--- src/rtl/elevator_pkg.sv ---
// Shared types and constants for the elevator scheduler.
//   state_e   : car controller states
//   DIR_UP/DIR_DOWN : travel direction encoding
//   state_cmd : actuator command vector asserted while in a given state
package elevator_pkg;

   localparam int unsigned DEF_FLOORS     = 6;
   localparam int unsigned DEF_DOOR_TICKS = 8;

   localparam logic DIR_UP   = 1'b1;
   localparam logic DIR_DOWN = 1'b0;

   typedef enum logic [2:0] {
      IDLE       = 3'd0,
      MOVE_UP    = 3'd1,
      MOVE_DOWN  = 3'd2,
      DOOR_OPEN  = 3'd3,
      DOOR_CLOSE = 3'd4
   } state_e;

   // {engine_up, engine_down, open_door, close_door} for a state
   function automatic logic [3:0] state_cmd(state_e s);
      case (s)
         MOVE_UP:    return 4'b1000;
         MOVE_DOWN:  return 4'b0100;
         DOOR_OPEN:  return 4'b0010;
         DOOR_CLOSE: return 4'b0001;
         default:    return 4'b0000;
      endcase
   endfunction

endpackage

--- src/rtl/elevator_call_mask.sv ---
// Combinational call evaluation relative to one floor index.
//   i_car/i_up/i_down : latched call vectors (floor 0 = bit 0)
//   i_floor           : floor the evaluation is made for
//   o_above_c/o_below_c/o_here_c : any call above / below / at i_floor
//   o_stop_up_c/o_stop_down_c    : car travelling up/down should stop at i_floor
module elevator_call_mask
   import elevator_pkg::*;
#(
   parameter int unsigned FLOORS = DEF_FLOORS,
   parameter int unsigned FW     = $clog2(FLOORS)
) (
   input  logic [FLOORS-1:0] i_car,
   input  logic [FLOORS-1:0] i_up,
   input  logic [FLOORS-1:0] i_down,
   input  logic [FW-1:0]     i_floor,
   output logic              o_above_c,
   output logic              o_below_c,
   output logic              o_here_c,
   output logic              o_stop_up_c,
   output logic              o_stop_down_c
);

   logic [FLOORS-1:0] w_any;
   logic              w_car_here;
   logic              w_up_here;
   logic              w_down_here;

   assign w_any = i_car | i_up | i_down;

   // Scan every floor against the index; also picks out the per-type bits at i_floor.
   always_comb begin
      o_above_c   = 1'b0;
      o_below_c   = 1'b0;
      o_here_c    = 1'b0;
      w_car_here  = 1'b0;
      w_up_here   = 1'b0;
      w_down_here = 1'b0;
      for (int i = 0; i < int'(FLOORS); i++) begin
         if (FW'(i) > i_floor) o_above_c = o_above_c | w_any[i];
         if (FW'(i) < i_floor) o_below_c = o_below_c | w_any[i];
         if (FW'(i) == i_floor) begin
            o_here_c    = w_any[i];
            w_car_here  = i_car[i];
            w_up_here   = i_up[i];
            w_down_here = i_down[i];
         end
      end
   end

   assign o_stop_up_c   = w_car_here | w_up_here   | ~o_above_c;
   assign o_stop_down_c = w_car_here | w_down_here | ~o_below_c;

endmodule

--- src/rtl/elevator_scheduler.sv ---
// Single-car collective (SCAN) scheduler with motion and door sequencing.
//   clk, reset (async, active low)
//   btn_num_in / btn_up_out / btn_down_out : car and hall call buttons
//   open_btn / close_btn : door requests;  floor_tick : one pulse per floor travelled
//   engine_up / engine_down / open_door / close_door : registered actuator commands
//   level_display : one-hot current floor;  pending : latched call lamps
module elevator_scheduler
   import elevator_pkg::*;
#(
   parameter int unsigned FLOORS     = DEF_FLOORS,
   parameter int unsigned DOOR_TICKS = DEF_DOOR_TICKS
) (
   input  logic              clk,
   input  logic              reset,
   input  logic [FLOORS-1:0] btn_num_in,
   input  logic [FLOORS-1:0] btn_up_out,
   input  logic [FLOORS-1:0] btn_down_out,
   input  logic              open_btn,
   input  logic              close_btn,
   input  logic              floor_tick,
   output logic              engine_up,
   output logic              engine_down,
   output logic              open_door,
   output logic              close_door,
   output logic [FLOORS-1:0] level_display,
   output logic [FLOORS-1:0] pending
);

   localparam int unsigned       FW        = $clog2(FLOORS);
   localparam int unsigned       TW        = $clog2(DOOR_TICKS + 1);
   localparam logic [FW-1:0]     TOP_FLOOR = FW'(FLOORS - 1);
   localparam logic [TW-1:0]     T_LOAD    = TW'(DOOR_TICKS);
   localparam logic [FLOORS-1:0] UP_MASK   = {1'b0, {(FLOORS-1){1'b1}}};
   localparam logic [FLOORS-1:0] DOWN_MASK = {{(FLOORS-1){1'b1}}, 1'b0};

   state_e            r_state;
   logic [FW-1:0]     r_floor;
   logic              r_dir;
   logic [FLOORS-1:0] r_car, r_up, r_down;
   logic [TW-1:0]     r_timer;
   logic [3:0]        r_cmd;
   logic [FLOORS-1:0] r_level, r_pending;

   logic [FLOORS-1:0] w_floor_oh, w_eval_oh, w_lat_mask;
   logic [FLOORS-1:0] w_car_lat, w_up_lat, w_down_lat;
   logic [FLOORS-1:0] w_clr_car, w_clr_up, w_clr_down;
   logic [FLOORS-1:0] w_car_nxt, w_up_nxt, w_down_nxt;
   logic [FW-1:0]     w_eval_floor;
   logic              w_above, w_below, w_here, w_stop_up, w_stop_down;
   logic              w_enter_open, w_ahead, w_behind, w_flip;

   // Call latching; presses at the floor whose doors are open are dropped.
   assign w_floor_oh = FLOORS'(1) << r_floor;
   assign w_lat_mask = (r_state == DOOR_OPEN) ? ~w_floor_oh : '1;
   assign w_car_lat  = r_car  | (btn_num_in & w_lat_mask);
   assign w_up_lat   = r_up   | (btn_up_out & UP_MASK & w_lat_mask);
   assign w_down_lat = r_down | (btn_down_out & DOWN_MASK & w_lat_mask);

   // Decisions are made for the arriving floor when a tick lands while moving.
   always_comb begin
      w_eval_floor = r_floor;
      if (floor_tick && (r_state == MOVE_UP) && (r_floor != TOP_FLOOR))
         w_eval_floor = r_floor + FW'(1);
      else if (floor_tick && (r_state == MOVE_DOWN) && (r_floor != '0))
         w_eval_floor = r_floor - FW'(1);
   end
   assign w_eval_oh = FLOORS'(1) << w_eval_floor;

   elevator_call_mask #(
      .FLOORS (FLOORS),
      .FW     (FW)
   ) u_call_mask (
      .i_car         (w_car_lat),
      .i_up          (w_up_lat),
      .i_down        (w_down_lat),
      .i_floor       (w_eval_floor),
      .o_above_c     (w_above),
      .o_below_c     (w_below),
      .o_here_c      (w_here),
      .o_stop_up_c   (w_stop_up),
      .o_stop_down_c (w_stop_down)
   );

   // Every path that lands in DOOR_OPEN shares the same entry actions.
   always_comb begin
      w_enter_open = 1'b0;
      case (r_state)
         IDLE:       w_enter_open = open_btn | w_here;
         MOVE_UP:    w_enter_open = floor_tick & w_stop_up;
         MOVE_DOWN:  w_enter_open = floor_tick & w_stop_down;
         DOOR_CLOSE: w_enter_open = open_btn;
         default:    w_enter_open = 1'b0;
      endcase
   end

   // Door-entry call clearing: the hall call in the travel direction always goes;
   // both go when nothing lies ahead, and the car turns round if calls lie behind.
   assign w_ahead    = (r_dir == DIR_UP) ? w_above : w_below;
   assign w_behind   = (r_dir == DIR_UP) ? w_below : w_above;
   assign w_flip     = w_enter_open & ~w_ahead & w_behind;
   assign w_clr_car  = w_enter_open ? w_eval_oh : '0;
   assign w_clr_up   = (w_enter_open && ((r_dir == DIR_UP) || !w_ahead)) ? w_eval_oh : '0;
   assign w_clr_down = (w_enter_open && ((r_dir == DIR_DOWN) || !w_ahead)) ? w_eval_oh : '0;
   assign w_car_nxt  = w_car_lat  & ~w_clr_car;
   assign w_up_nxt   = w_up_lat   & ~w_clr_up;
   assign w_down_nxt = w_down_lat & ~w_clr_down;

   // Controller FSM with registered commands, display and lamps.
   always_ff @(posedge clk or negedge reset) begin
      if (!reset) begin
         r_state   <= IDLE;
         r_floor   <= '0;
         r_dir     <= DIR_UP;
         r_car     <= '0;
         r_up      <= '0;
         r_down    <= '0;
         r_timer   <= '0;
         r_cmd     <= '0;
         r_level   <= FLOORS'(1);
         r_pending <= '0;
      end else begin
         r_car     <= w_car_nxt;
         r_up      <= w_up_nxt;
         r_down    <= w_down_nxt;
         r_pending <= w_car_nxt | w_up_nxt | w_down_nxt;
         r_floor   <= w_eval_floor;
         r_level   <= w_eval_oh;
         if (w_flip) r_dir <= ~r_dir;

         if (w_enter_open) begin
            r_state <= DOOR_OPEN;
            r_timer <= T_LOAD;
            r_cmd   <= state_cmd(DOOR_OPEN);
         end else begin
            case (r_state)
               IDLE: begin
                  if (w_above && ((r_dir == DIR_UP) || !w_below)) begin
                     r_state <= MOVE_UP;
                     r_dir   <= DIR_UP;
                     r_cmd   <= state_cmd(MOVE_UP);
                  end else if (w_below) begin
                     r_state <= MOVE_DOWN;
                     r_dir   <= DIR_DOWN;
                     r_cmd   <= state_cmd(MOVE_DOWN);
                  end
               end
               MOVE_UP, MOVE_DOWN: ;
               DOOR_OPEN: begin
                  // open_btn takes precedence over close_btn
                  if (open_btn) begin
                     r_timer <= T_LOAD;
                  end else if (close_btn || (r_timer == TW'(1))) begin
                     r_state <= DOOR_CLOSE;
                     r_timer <= T_LOAD;
                     r_cmd   <= state_cmd(DOOR_CLOSE);
                  end else begin
                     r_timer <= r_timer - TW'(1);
                  end
               end
               DOOR_CLOSE: begin
                  if (r_timer == TW'(1)) begin
                     r_state <= IDLE;
                     r_cmd   <= state_cmd(IDLE);
                  end else begin
                     r_timer <= r_timer - TW'(1);
                  end
               end
               default: begin
                  r_state <= IDLE;
                  r_cmd   <= state_cmd(IDLE);
               end
            endcase
         end
      end
   end

   assign engine_up     = r_cmd[3];
   assign engine_down   = r_cmd[2];
   assign open_door     = r_cmd[1];
   assign close_door    = r_cmd[0];
   assign level_display = r_level;
   assign pending       = r_pending;

endmodule
--- config.mk ---
export PLATFORM = sky130hd
export DESIGN_NAME = elevator_scheduler
export DESIGN_NICKNAME = d
export VERILOG_FILES = /design/src/rtl/elevator_pkg.sv /design/src/rtl/elevator_call_mask.sv /design/src/rtl/elevator_scheduler.sv
export SDC_FILE = /design/constraint.sdc
export NUM_CORES = 1
export LEC_CHECK = 0
export CORE_MARGIN = 4
export CORE_UTILIZATION = 35
export DETAILED_ROUTE_END_ITERATION = 8
export MAX_ROUTING_LAYER = met4
export SETUP_SLACK_MARGIN = 0.05
export SLEW_MARGIN = 25
export SYNTH_ARGS = -nofsm -noshare
export SYNTH_HDL_FRONTEND = slang
export SYNTH_SLANG_ARGS = --single-unit
--- constraint.sdc ---
create_clock -name clk -period 5.3 [get_ports clk]
set_clock_uncertainty 0.15 [all_clocks]
set_input_delay 0.53 -clock clk [delete_from_list [all_inputs] [get_ports clk]]
set_output_delay 0.53 -clock clk [all_outputs]
set_load 0.02 [all_outputs]
==> flow_summary.yaml <==
outcome:
  status: "finished, final reports clean"
worst_setup_path:
  rr_endpoint: "pending[3]"
  regToRegSetupSlack_ns: 0.85
  reg2reg_from: "r_floor[0]"
  cp_cell_sequence: "inv_1 -> ha_1 -> nor2b_2 -> o21ai_0 -> a32o_1 -> inv_1 -> a221o_1 -> a22o_1 -> and4b_4 -> o211ai_4 -> a31oi_1 -> or3_1"
  arrival_ns: 4.47
  worstSetupStartpoint: "r_floor[0]"
  cpPeakStageDelay_ns: 0.54
  crit_path_start_kind: "flip-flop"
  endpoint_kind: "flip-flop"
  crit_slowest_cell: "dfrtp_1"
  crit_path_frequent_cell: "inv_1"
  cp_max_fo: 19
  required_ns: 5.33
  crit_type: "flip-flop to flip-flop"
  reg2reg_depth: 12
clock_tree:
  numCtsBuffers: 5
  htreeDepth: 2
  holdBufCountCts: 0
  cts_tree: "built"
  post_cts_buffers: 0
  post_cts_resized: 0
  clk_latency_ns: 0.29
  cts_sinks: 44
  clk_pin_slew_ns: 0.08
  cts_root_buf: "clkbuf_8"
  clock_path_buffers: 2
routing:
  ant_nets: 0
  drt_wl_total_mm: 7.41
  vias: 2429
  detail_route.wl_per_cell_um: 17.2
  initialDrtViolationCount: 192
  vias_per_cell: 5.65
  drc: 0
  dr.pass1.iters: 7
floorplan:
  core-area_mm2: 0.00777
  die-width_um: 97.5
  rows: 32
  initial_core_util: 0.361
  die_area_mm2: 0.00952
  die_height_um: 97.5
  io_pins: 39
timing:
  report.final.hold_viol_count: 0
  finalSetupTns_ns: 0
  worst_slew_pin_slew_ns: 0.602
  drv_slew: 0
  fmax_mhz: 225
  hold_ws_ns: 0.0656
  max-slew-margin-rel: 0.597
  period_minus_slack_ns: 4.45
  setup_viol: 0
  grt_setup_unrepaired: "false"
  timing.final.crit_share: 0.839
cells_and_area:
  antenna_cells: 0
  nets: 358
  layout_commonest_cell: "dfrtp_1"
  final_cell_mix: "dfrtp_1 (42), a21oi_1 (37), clkdlybuf4s50_1 (35), nor2_1 (22), nand2_1 (20)"
  fin_area_mm2: 0.00335
  syn2layout_area_growth_pct: 19.3
  fin_util: 0.431
  drive_gt1_frac: 0.101
synth:
  synthArstFlopShare: 1.00
  ys_warn_count: 0
  yosysSeqAreaShare: 0.393
  yosys_most_used_dff: "dfrtp_1"
  avgSynthCellArea_um2: 9.61
  synth_edf_count: 0
  syn-num-nets: 323
  ys_ff_latch: 44
  synth_cells: 292
  syn_area_mm2: 0.00281
  ys_types: 70
grt:
  grt_pass1_vias: 2343
  grt_pass1_wl_mm: 12.0
  grt_overflow_total: 0
  grt_use_total: 0.160
  grt_max_degree: 45
  antenna_found_initial: 0
min_path:
  hp-class: "input port to asynchronous set/reset pin"
run:
  drv_cap: 0
place:
  placed_cell_area_mm2: 0.00324
  gp_congestion: 0.976
  dp_hpwl_mm: 5.65
  port_buffers: 36
power:
  power_mw: 1.97
  powerDensity_mw_per_mm2: 588
  p_leak_nw: 1.21
  peakVddDrop_mv: 0.216
critical path: cells and delay by family (launching register included):
family                     cells  cell delay (ns)
AOI/OAI and AO/OA              6             2.05
adders and majority gates      1             0.29
buffers and inverters          2             0.41
DFF                            1             0.54
and+or+nand+nor                3             0.89
worst max path at each step:
stage | slack [ns] | cells after the start | to
2_1_floorplan | 1.84 | 13 | pending[1]
3_3_place_gp | 0.83 | 11 | pending[3]
3_5_place_dp | 0.82 | 11 | pending[3]
4_1_cts | 0.91 | 12 | pending[3]
5_1_grt | 0.66 | 12 | pending[3]
6_report | 0.85 | 12 | pending[3]
state kept, by name, summed over array words and instances (netlist names), 2 cells and up:
signal / count
level_display: 6
pending: 6
r_car: 6
r_cmd: 4
r_down: 6
r_floor: 3
r_state: 2
r_timer: 4
r_up: 6
per-stage QoR:
step,cells,setup WS [ns]
after floorplan,292,1.84
after global placement,422,0.827
after detailed placement,422,0.817
after CTS,430,0.907
after global routing,430,0.658
final,430,0.853
area by class of cell:
cell class | instances | area (um2)
Fill cell | 796 | 4420
Tap cell | 102 | 128
Multi-Input combinational cell | 221 | 1570
Timing Repair Buffer | 38 | 373
Sequential cell | 44 | 1100
Clock buffer | 6 | 72.6
Clock inverter | 2 | 35.0
Inverter | 17 | 66.3
report_power, final:
group | switching (mW) | internal (mW)
logic | 0.700 | 0.436
registers | 0.129 | 0.451
clock network | 0.111 | 0.140
total | 0.940 | 1.03
cell families (layout without fill, tap and decap cells):
family                   after synthesis  in the layout  synth area share
XOR/XNOR                               4              4            0.0192
flip-flops                            44             44             0.393
AO/OA/AOI/OAI                         98             98             0.268
buffers and inverters                 27             63            0.0477
multiplexers                           6              6            0.0223
AND/OR/NAND/NOR                      105            105             0.214
adder cells (fa/ha/maj)                8              8            0.0357
routing by layer:
layer,GRT usage,part of all wire,vias up
met2,0.247,0.46,69
met3,0.0273,0.048,10
li1,-,-,1162
met5,-,0,-
met1,0.218,0.48,1188
met4,0.0437,0.016,0
cell usage after synthesis (all sizes together), types with 4 or more instances:
master | count | area share
and2 | 5 | 0.011
ha | 8 | 0.036
nand3b | 4 | 0.011
a31oi | 7 | 0.021
nor2 | 22 | 0.029
o211ai | 8 | 0.026
buf | 8 | 0.021
nor3 | 9 | 0.016
inv | 17 | 0.024
a21o | 4 | 0.011
o21ai | 9 | 0.017
a21oi | 37 | 0.066
nand2b | 4 | 0.0089
nand2 | 21 | 0.029
or3 | 8 | 0.020
mux2i | 4 | 0.014
dfrtp | 42 | 0.37
nand3 | 9 | 0.018
Power figures use the tool's default switching activity.
